## src/rtl/perceptron_mac_if.sv

```systemverilog
// Beat-in / result-out handshake bundle for the perceptron MAC stage.
interface perceptron_mac_if #(
    parameter int ACC_W = 10
);
    logic             in_valid;
    logic             in_ready;
    logic [5:0]       x;
    logic [5:0]       w;
    logic             last;
    logic [ACC_W-1:0] thresh;
    logic             out_valid;
    logic             out_ready;
    logic [ACC_W-1:0] sum;
    logic             fire;
    logic             ovf;

    modport master (
        output in_valid, x, w, last, thresh, out_ready,
        input  in_ready, out_valid, sum, fire, ovf
    );

    modport slave (
        input  in_valid, x, w, last, thresh, out_ready,
        output in_ready, out_valid, sum, fire, ovf
    );
endinterface

```

## src/rtl/perceptron_mac.sv

```systemverilog
// Serial Q3.3 multiply-accumulate with saturation, then a threshold compare
// whose result is held until the downstream handshake completes.
module perceptron_mac #(
    parameter int ACC_W     = 10,
    parameter int MAX_TERMS = 16
) (
    input logic             clk,
    input logic             reset,
    perceptron_mac_if.slave bus
);
    localparam int CNT_W = (MAX_TERMS > 1) ? $clog2(MAX_TERMS) : 1;
    localparam logic [CNT_W-1:0] LAST_CNT = CNT_W'(MAX_TERMS - 1);

    typedef enum logic {ACCUM, OUT} state_t;

    state_t           state;
    logic [ACC_W-1:0] acc;
    logic [CNT_W-1:0] count;
    logic             sticky;

    logic [11:0]      prod_full;
    logic [8:0]       prod;
    logic [ACC_W:0]   sum_wide;
    logic             clip;
    logic [ACC_W-1:0] acc_next;
    logic             beat;
    logic             final_beat;

    // The carry out of a one-bit-wider add is exactly the saturation event.
    always_comb begin
        prod_full  = 12'(bus.x) * 12'(bus.w);
        prod       = prod_full[11:3];
        sum_wide   = {1'b0, acc} + (ACC_W+1)'(prod);
        clip       = sum_wide[ACC_W];
        acc_next   = clip ? {ACC_W{1'b1}} : sum_wide[ACC_W-1:0];
        beat       = bus.in_valid && bus.in_ready;
        final_beat = bus.last || (count == LAST_CNT);
    end

    always_ff @(posedge clk) begin
        if (reset) begin
            state         <= ACCUM;
            acc           <= '0;
            count         <= '0;
            sticky        <= 1'b0;
            bus.in_ready  <= 1'b1;
            bus.out_valid <= 1'b0;
            bus.sum       <= '0;
            bus.fire      <= 1'b0;
            bus.ovf       <= 1'b0;
        end else begin
            case (state)
                ACCUM: begin
                    if (beat) begin
                        if (final_beat) begin
                            bus.sum       <= acc_next;
                            bus.fire      <= (acc_next >= bus.thresh);
                            bus.ovf       <= sticky || clip || !bus.last;
                            acc           <= '0;
                            count         <= '0;
                            sticky        <= 1'b0;
                            bus.in_ready  <= 1'b0;
                            bus.out_valid <= 1'b1;
                            state         <= OUT;
                        end else begin
                            acc    <= acc_next;
                            count  <= count + 1'b1;
                            sticky <= sticky || clip;
                        end
                    end
                end
                OUT: begin
                    // in_ready rises only after the handshake edge, giving the spare cycle.
                    if (bus.out_ready) begin
                        bus.out_valid <= 1'b0;
                        bus.in_ready  <= 1'b1;
                        state         <= ACCUM;
                    end
                end
                default: state <= ACCUM;
            endcase
        end
    end
endmodule
```

## src/flat_wrapper.sv

```systemverilog
// flat-port wrapper written by rule: the top's interface ports become plain ports
module perceptron_mac_flat 
#(
    parameter int ACC_W     = 10,
    parameter int MAX_TERMS = 16
)
  (clk, reset, bus_in_valid, bus_x, bus_w, bus_last, bus_thresh, bus_out_ready, bus_in_ready, bus_out_valid, bus_sum, bus_fire, bus_ovf);
  perceptron_mac_if #(.ACC_W(ACC_W)) bus_i ();
  input logic clk;
  input logic reset;
  input wire logic [$bits(bus_i.in_valid)-1:0] bus_in_valid;
  input wire logic [$bits(bus_i.x)-1:0] bus_x;
  input wire logic [$bits(bus_i.w)-1:0] bus_w;
  input wire logic [$bits(bus_i.last)-1:0] bus_last;
  input wire logic [$bits(bus_i.thresh)-1:0] bus_thresh;
  input wire logic [$bits(bus_i.out_ready)-1:0] bus_out_ready;
  output wire logic [$bits(bus_i.in_ready)-1:0] bus_in_ready;
  output wire logic [$bits(bus_i.out_valid)-1:0] bus_out_valid;
  output wire logic [$bits(bus_i.sum)-1:0] bus_sum;
  output wire logic [$bits(bus_i.fire)-1:0] bus_fire;
  output wire logic [$bits(bus_i.ovf)-1:0] bus_ovf;
  assign bus_i.in_valid = bus_in_valid;
  assign bus_i.x = bus_x;
  assign bus_i.w = bus_w;
  assign bus_i.last = bus_last;
  assign bus_i.thresh = bus_thresh;
  assign bus_i.out_ready = bus_out_ready;
  assign bus_in_ready = bus_i.in_ready;
  assign bus_out_valid = bus_i.out_valid;
  assign bus_sum = bus_i.sum;
  assign bus_fire = bus_i.fire;
  assign bus_ovf = bus_i.ovf;
  perceptron_mac #(.ACC_W(ACC_W), .MAX_TERMS(MAX_TERMS)) u_core (.clk(clk), .reset(reset), .bus(bus_i));
endmodule
```

## config.mk

```make
export PLATFORM = sky130hd
export DESIGN_NAME = perceptron_mac_flat
export DESIGN_NICKNAME = d
export VERILOG_FILES = /design/src/rtl/perceptron_mac_if.sv /design/src/rtl/perceptron_mac.sv /design/src/flat_wrapper.sv
export SDC_FILE = /design/constraint.sdc
export NUM_CORES = 1
export LEC_CHECK = 0
export CELL_PAD_IN_SITES_DETAIL_PLACEMENT = 1
export CELL_PAD_IN_SITES_GLOBAL_PLACEMENT = 2
export CORE_ASPECT_RATIO = 1.5
export CORE_UTILIZATION = 30
export CTS_CLUSTER_DIAMETER = 100
export CTS_CLUSTER_SIZE = 40
export DETAILED_ROUTE_END_ITERATION = 12
export HOLD_SLACK_MARGIN = 0.05
export PLACE_DENSITY = 0.71
export REMOVE_ABC_BUFFERS = 1
export SETUP_SLACK_MARGIN = 0.05
export SLEW_MARGIN = 10
export SYNTH_ARGS = -nofsm -noshare
export SYNTH_HDL_FRONTEND = slang
export SYNTH_SLANG_ARGS = --single-unit
```

## constraint.sdc

```tcl
create_clock -name clk -period 7.2 [get_ports clk]
set_clock_uncertainty 0.15 [all_clocks]
set_input_delay 1.44 -clock clk [delete_from_list [all_inputs] [get_ports clk]]
set_output_delay 1.44 -clock clk [all_outputs]
set_load 0.03 [all_outputs]
```

After elaboration in Yosys (flattened, before gate mapping)
Cells that the tools add are included.

Equal/unequal tests: 4. Muxes and demuxes: 16. Multipliers: 1. Reduce and logical (&&, ||, !) cells: 8. Add/sub/neg operators: 2. Bitwise operators: 1. Order comparisons: 1.

Operators by type and width (count): 10-bit 2-to-1 mux (2); 6-bit by 6-bit multiplier with 12-bit output (1); 10-bit by 9-bit adder with 11-bit output (1); 10-bit >= comparator (1); 1-bit 2-to-1 mux (10); 1-bit case mux with 2 select lines (3); 3-bit AND reduction (2); 4-bit by 1-bit adder with 4-bit output, second input constant (1); 4-bit == test, second input constant (1); 4-bit 2-to-1 mux (1); 2-bit by 1-bit != test with 1-bit output, second input constant (2); 1-bit logical OR (3); 2-bit != test, second input constant (1); 2-bit AND reduction (1); 1-bit logical AND (1); 1-bit logical NOT (1); 1-bit NOT (1).

Bits of input ports: 27. Bits in registers: 30. Word-level logic and storage cells: 42.

Depth between registers and ports, before layout
Depth after elaboration: 5. Depth in mapped cells: 25. Gate-level depth less buffers: 24.

Worst setup path after synthesis
No wires, ideal clock.

Path kind: input to register. From: in bus_w[2]. To: reg u_core.bus.fire. Cell stages on the path: 24. Buffers on the path: 1. Setup slack: 670 ps. Arrival time: 6246 ps. Path through: and2_1 -> fa_1 -> inv_1 -> fa_1 -> fa_1 -> inv_1 -> ha_1 -> a211oi_1 -> nor2_1 -> o41ai_1 -> xnor2_1 -> ha_1 -> a21oi_1 -> o21bai_1 -> o2bb2ai_2 -> buf_6 -> nor2_1 -> inv_1 -> ha_1 -> a21o_1 -> a21oi_1 -> nor2b_1 -> o21ai_0 -> a311oi_1.

Longest elaborated chain between the ends: 4.

RTL lines: from (decl) (RTL line flat_wrapper.sv:13) `input wire logic [$bits(bus_i.w)-1:0] bus_w;`; 6-bit by 6-bit multiplier with 12-bit output (RTL line perceptron_mac.sv:31) `prod_full = 12'(bus.x) * 12'(bus.w);`; 10-bit by 9-bit adder with 11-bit output (RTL line perceptron_mac.sv:33) `sum_wide = {1'b0, acc} + (ACC_W+1)'(prod);`; 10-bit 2-to-1 mux (RTL line perceptron_mac.sv:35) `acc_next = clip ? {ACC_W{1'b1}} : sum_wide[ACC_W-1:0];`; net u_core.acc_next[5] (RTL line perceptron_mac.sv:25) `logic [ACC_W-1:0] acc_next;`; 10-bit >= comparator (RTL line perceptron_mac.sv:57) `bus.fire <= (acc_next >= bus.thresh);`; to (signal assigned) (RTL line perceptron_mac.sv:57); to (decl) (RTL line perceptron_mac_if.sv:24) `output in_ready, out_valid, sum, fire, ovf`.

The timed path passes the listed nets, and every way through them passes these cells. A chain may end at the register's enable or synchronous reset.

Final worst setup path
From: in bus_x[4]. To: reg u_core.bus.fire.

Longest elaborated chain between the ends: 4.

RTL lines: from (decl) (RTL line flat_wrapper.sv:12) `input wire logic [$bits(bus_i.x)-1:0] bus_x;`; 6-bit by 6-bit multiplier with 12-bit output (RTL line perceptron_mac.sv:31); 10-bit by 9-bit adder with 11-bit output (RTL line perceptron_mac.sv:33); 10-bit 2-to-1 mux (RTL line perceptron_mac.sv:35); 10-bit >= comparator (RTL line perceptron_mac.sv:57).

Every way passes these cells.

==> flow_metrics.env <==
export IMPL_die_x_um=81.8
export IMPL_path_buf_inv=3
export IMPL_fin_nets=500
export IMPL_synth_top_flop_cell="dfxtp_1"
export IMPL_r2r_start="u_core.acc[0]"
export IMPL_hold_end="u_core.acc[0]"
export IMPL_endpoint_kind="register"
export IMPL_syn_area_um2=2870
export IMPL_place_area_um2=3620
export IMPL_ys_types=51
export IMPL_slowest_stage="fa_1"
export IMPL_grt_overflow_total=0
export IMPL_n_antenna_cell=0
export IMPL_routed_wl_um=7800
export IMPL_path_clk_slew_ps=50
export IMPL_tritoncts="built"
export IMPL_drc=0
export IMPL_firstDrtPassIters=4
export IMPL_dieArea_um2=9950
export IMPL_rsz0062_at_grt="false"
export IMPL_clkLatencyLatePin_ps=280
export IMPL_finalSetupTns_ps=0
export IMPL_cts_sinks=30
export IMPL_cts_htree_levels=2
export IMPL_worstPathRequired_ps=7200
export IMPL_worst_pin_slew_ps=445
export IMPL_setup_ws_ps=355
export IMPL_p_per_area_nw_per_um2=282
export IMPL_coreArea_um2=9250
export IMPL_cp_cell_sequence="clkdlybuf4s50_1 -> and2_1 -> fa_1 -> inv_1 -> fa_1 -> fa_1 -> inv_1 -> ha_1 -> a21o_1 -> a211oi_2 -> nor2_1 -> o22ai_1 -> xor2_1 -> ha_1 -> and3_1 -> nand2_1 -> o2bb2ai_4 -> nor2_1 -> ha_1 -> nand2b_1 -> a21oi_1 -> nor2b_1 -> o31ai_1 -> a311oi_1"
export IMPL_ir_drop_uv=193
export IMPL_final_area_um2=3850
export IMPL_path_class="in2reg"
export IMPL_cts_root_buf="clkbuf_16"
export IMPL_synth_edf_count=0
export IMPL_finalCoreUtilization_pct=41.6
export IMPL_gp_congestion=0.787
export IMPL_hpwl_um=6320
export IMPL_drive_gt1_share_pct=14.6
export IMPL_antenna_left=0
export IMPL_startpoint="bus_x[4]"
export IMPL_grt_pass1_wl_um=12900
export IMPL_p_leak_nw=1.85
export IMPL_wl_per_cell_um=14.8
export IMPL_yosysWarnings=0
export IMPL_hold_viol=0
export IMPL_ys_seq_area_share_pct=21.0
export IMPL_async_reset_ff_share_pct=0
export IMPL_place_inst=520
export IMPL_drv_cap=0
export IMPL_max_slew_margin_pct=70.3
export IMPL_worstPathMaxFanout=7
export IMPL_final_cell_count_no_fill=529
export IMPL_dpl_worst_slack_ps=-184
export IMPL_final_common_cell="inv_1"
export IMPL_hp_start="u_core.acc[0]"
export IMPL_synthToLayoutAreaGrowth_pct=34.3
export IMPL_grt_start_max_net_pins=27
export IMPL_clock_path_buffers=2
export IMPL_num_rows=43
export IMPL_drv_slew=0
export IMPL_holdPathStages=2
export IMPL_die_h_um=122
export IMPL_ys_seq_elements=30
export IMPL_port_buffers=40
export IMPL_cp_arrival_ps=6840
export IMPL_ff2ff_path_depth=12
export IMPL_status="complete, no violations"
export IMPL_initial_core_util_pct=31.0
export IMPL_fillCellCount=1124
export IMPL_setup_worst_path_start_class="input pin"
export IMPL_power_mw=1.09
export IMPL_crit_family="adder cells"
export IMPL_fin_hold_ws_ps=316
export IMPL_via_per_inst=4.90
export IMPL_r2r_slack_ps=4000
export IMPL_post_synth_cell_area_avg_um2=8.45
export IMPL_cp_slowest_stage_delay_ps=550
export IMPL_cts_buffers=5
export IMPL_syn_inst=339
export IMPL_num_vias=2593
export IMPL_worstReg2RegEnd="u_core.bus.fire"
export IMPL_setup_violations=0
export IMPL_grt_antenna_before_repair=0
export IMPL_first_iter_violations=24
export IMPL_boundaryPins=41
export IMPL_cts_hold_fix_buffers=0
export IMPL_min_path_type="reg2reg"
export IMPL_grt_pass1_vias=2779
export IMPL_timing_final_crit_share_pct=95.1
export IMPL_final_cell_mix="inv_1, ha_1, buf_4"
export IMPL_fmax_mhz=146
export IMPL_grt_total_usage_pct=16.9
export IMPL_fin_crit_ps=6840
-- worst reg2reg max path, cell delays in order (launching register included) --
cell and delay [ps]:
dfxtp_1 310, ha_1 230, fa_1 430, a211oi_1 300, o21a_1 330, o2bb2ai_4 150
buf_4 160, nand2b_1 140, ha_1 290, nand4_1 110, nor3_1 190, o31ai_1 100
a311oi_1 230
-- worst max-delay path by stage --
stage          cells past startpoint         endpoint
2_1_floorplan                     23  u_core.bus.fire
3_3_place_gp                      24  u_core.bus.fire
3_5_place_dp                      24  u_core.bus.fire
4_1_cts                           24  u_core.bus.fire
5_1_grt                           23  u_core.bus.fire
6_report                          24  u_core.bus.fire
-- kinds of logic after synthesis --
| logic type | synth area share (%) |
|---|---|
| compound gates | 18.4 |
| xor+xnor | 3.97 |
| fa+ha+maj | 29.6 |
| buf+inv | 7.55 |
| flops | 21.0 |
| simple gates | 19.5 |
-- routing by layer --
layer	share of wire, %	track usage, %	vias up
met5	0	0	-
met4	1.6	5.26	0
met3	3.1	1.95	7
met2	55	32.5	46
met1	40	18.6	1236
li1	-	-	1304
-- timing repair --
action,in CTS,in global routing
gates resized for setup,0,18
setup buffers,0,1
endpoints found under the setup margin,0,1
-- synthesized netlist by cell type (2+ instances only) --
cell | count | share of area, %
a211oi_1 | 14 | 3.7
a21o_1 | 5 | 1.3
a21oi_1 | 20 | 3.5
a31oi_1 | 2 | 0.44
and2_1 | 21 | 4.6
buf_6 | 3 | 1.2
clkbuf_1 | 2 | 0.26
dfxtp_1 | 30 | 21
fa_1 | 18 | 13
ha_1 | 39 | 17
inv_1 | 42 | 5.5
nand2_1 | 27 | 3.5
nand2b_1 | 3 | 0.66
nand3_1 | 2 | 0.35
nand3b_1 | 3 | 0.79
nor2_1 | 34 | 4.5
nor2b_1 | 4 | 0.87
nor3_1 | 6 | 1.0
o211ai_1 | 2 | 0.52
o21a_1 | 2 | 0.52
o21ai_0 | 16 | 2.8
o21bai_1 | 2 | 0.52
or3_1 | 3 | 0.66
xnor2_1 | 8 | 2.4
xor2_1 | 5 | 1.5
-- where the power goes --
group / total (mW) / internal, mW / switching [mW]
registers: 0.194 / 0.183 / 0.0111
logic: 0.677 / 0.323 / 0.355
clock network: 0.213 / 0.137 / 0.0765
total: 1.09 / 0.643 / 0.442
-- layout make-up --
cell class	count	area (um^2)	share of cell area [%]
Clock inverter	1	5.00	0.130
Tap cell	112	140	3.64
Multi-Input combinational cell	260	2110	54.7
Timing Repair Buffer	77	696	18.1
Inverter	42	158	4.10
Clock buffer	7	143	3.71
Sequential cell	30	601	15.6
-- state kept, by name (all words and copies together) (netlist names) --
register and count:
u_core.state 1, u_core.bus.in_ready 1, u_core.bus.ovf 1, u_core.bus.fire 1
u_core.count 4, u_core.bus.out_valid 1, u_core.sticky 1, u_core.bus.sum 10
u_core.acc 10
(Power assumes the default switching activity.)
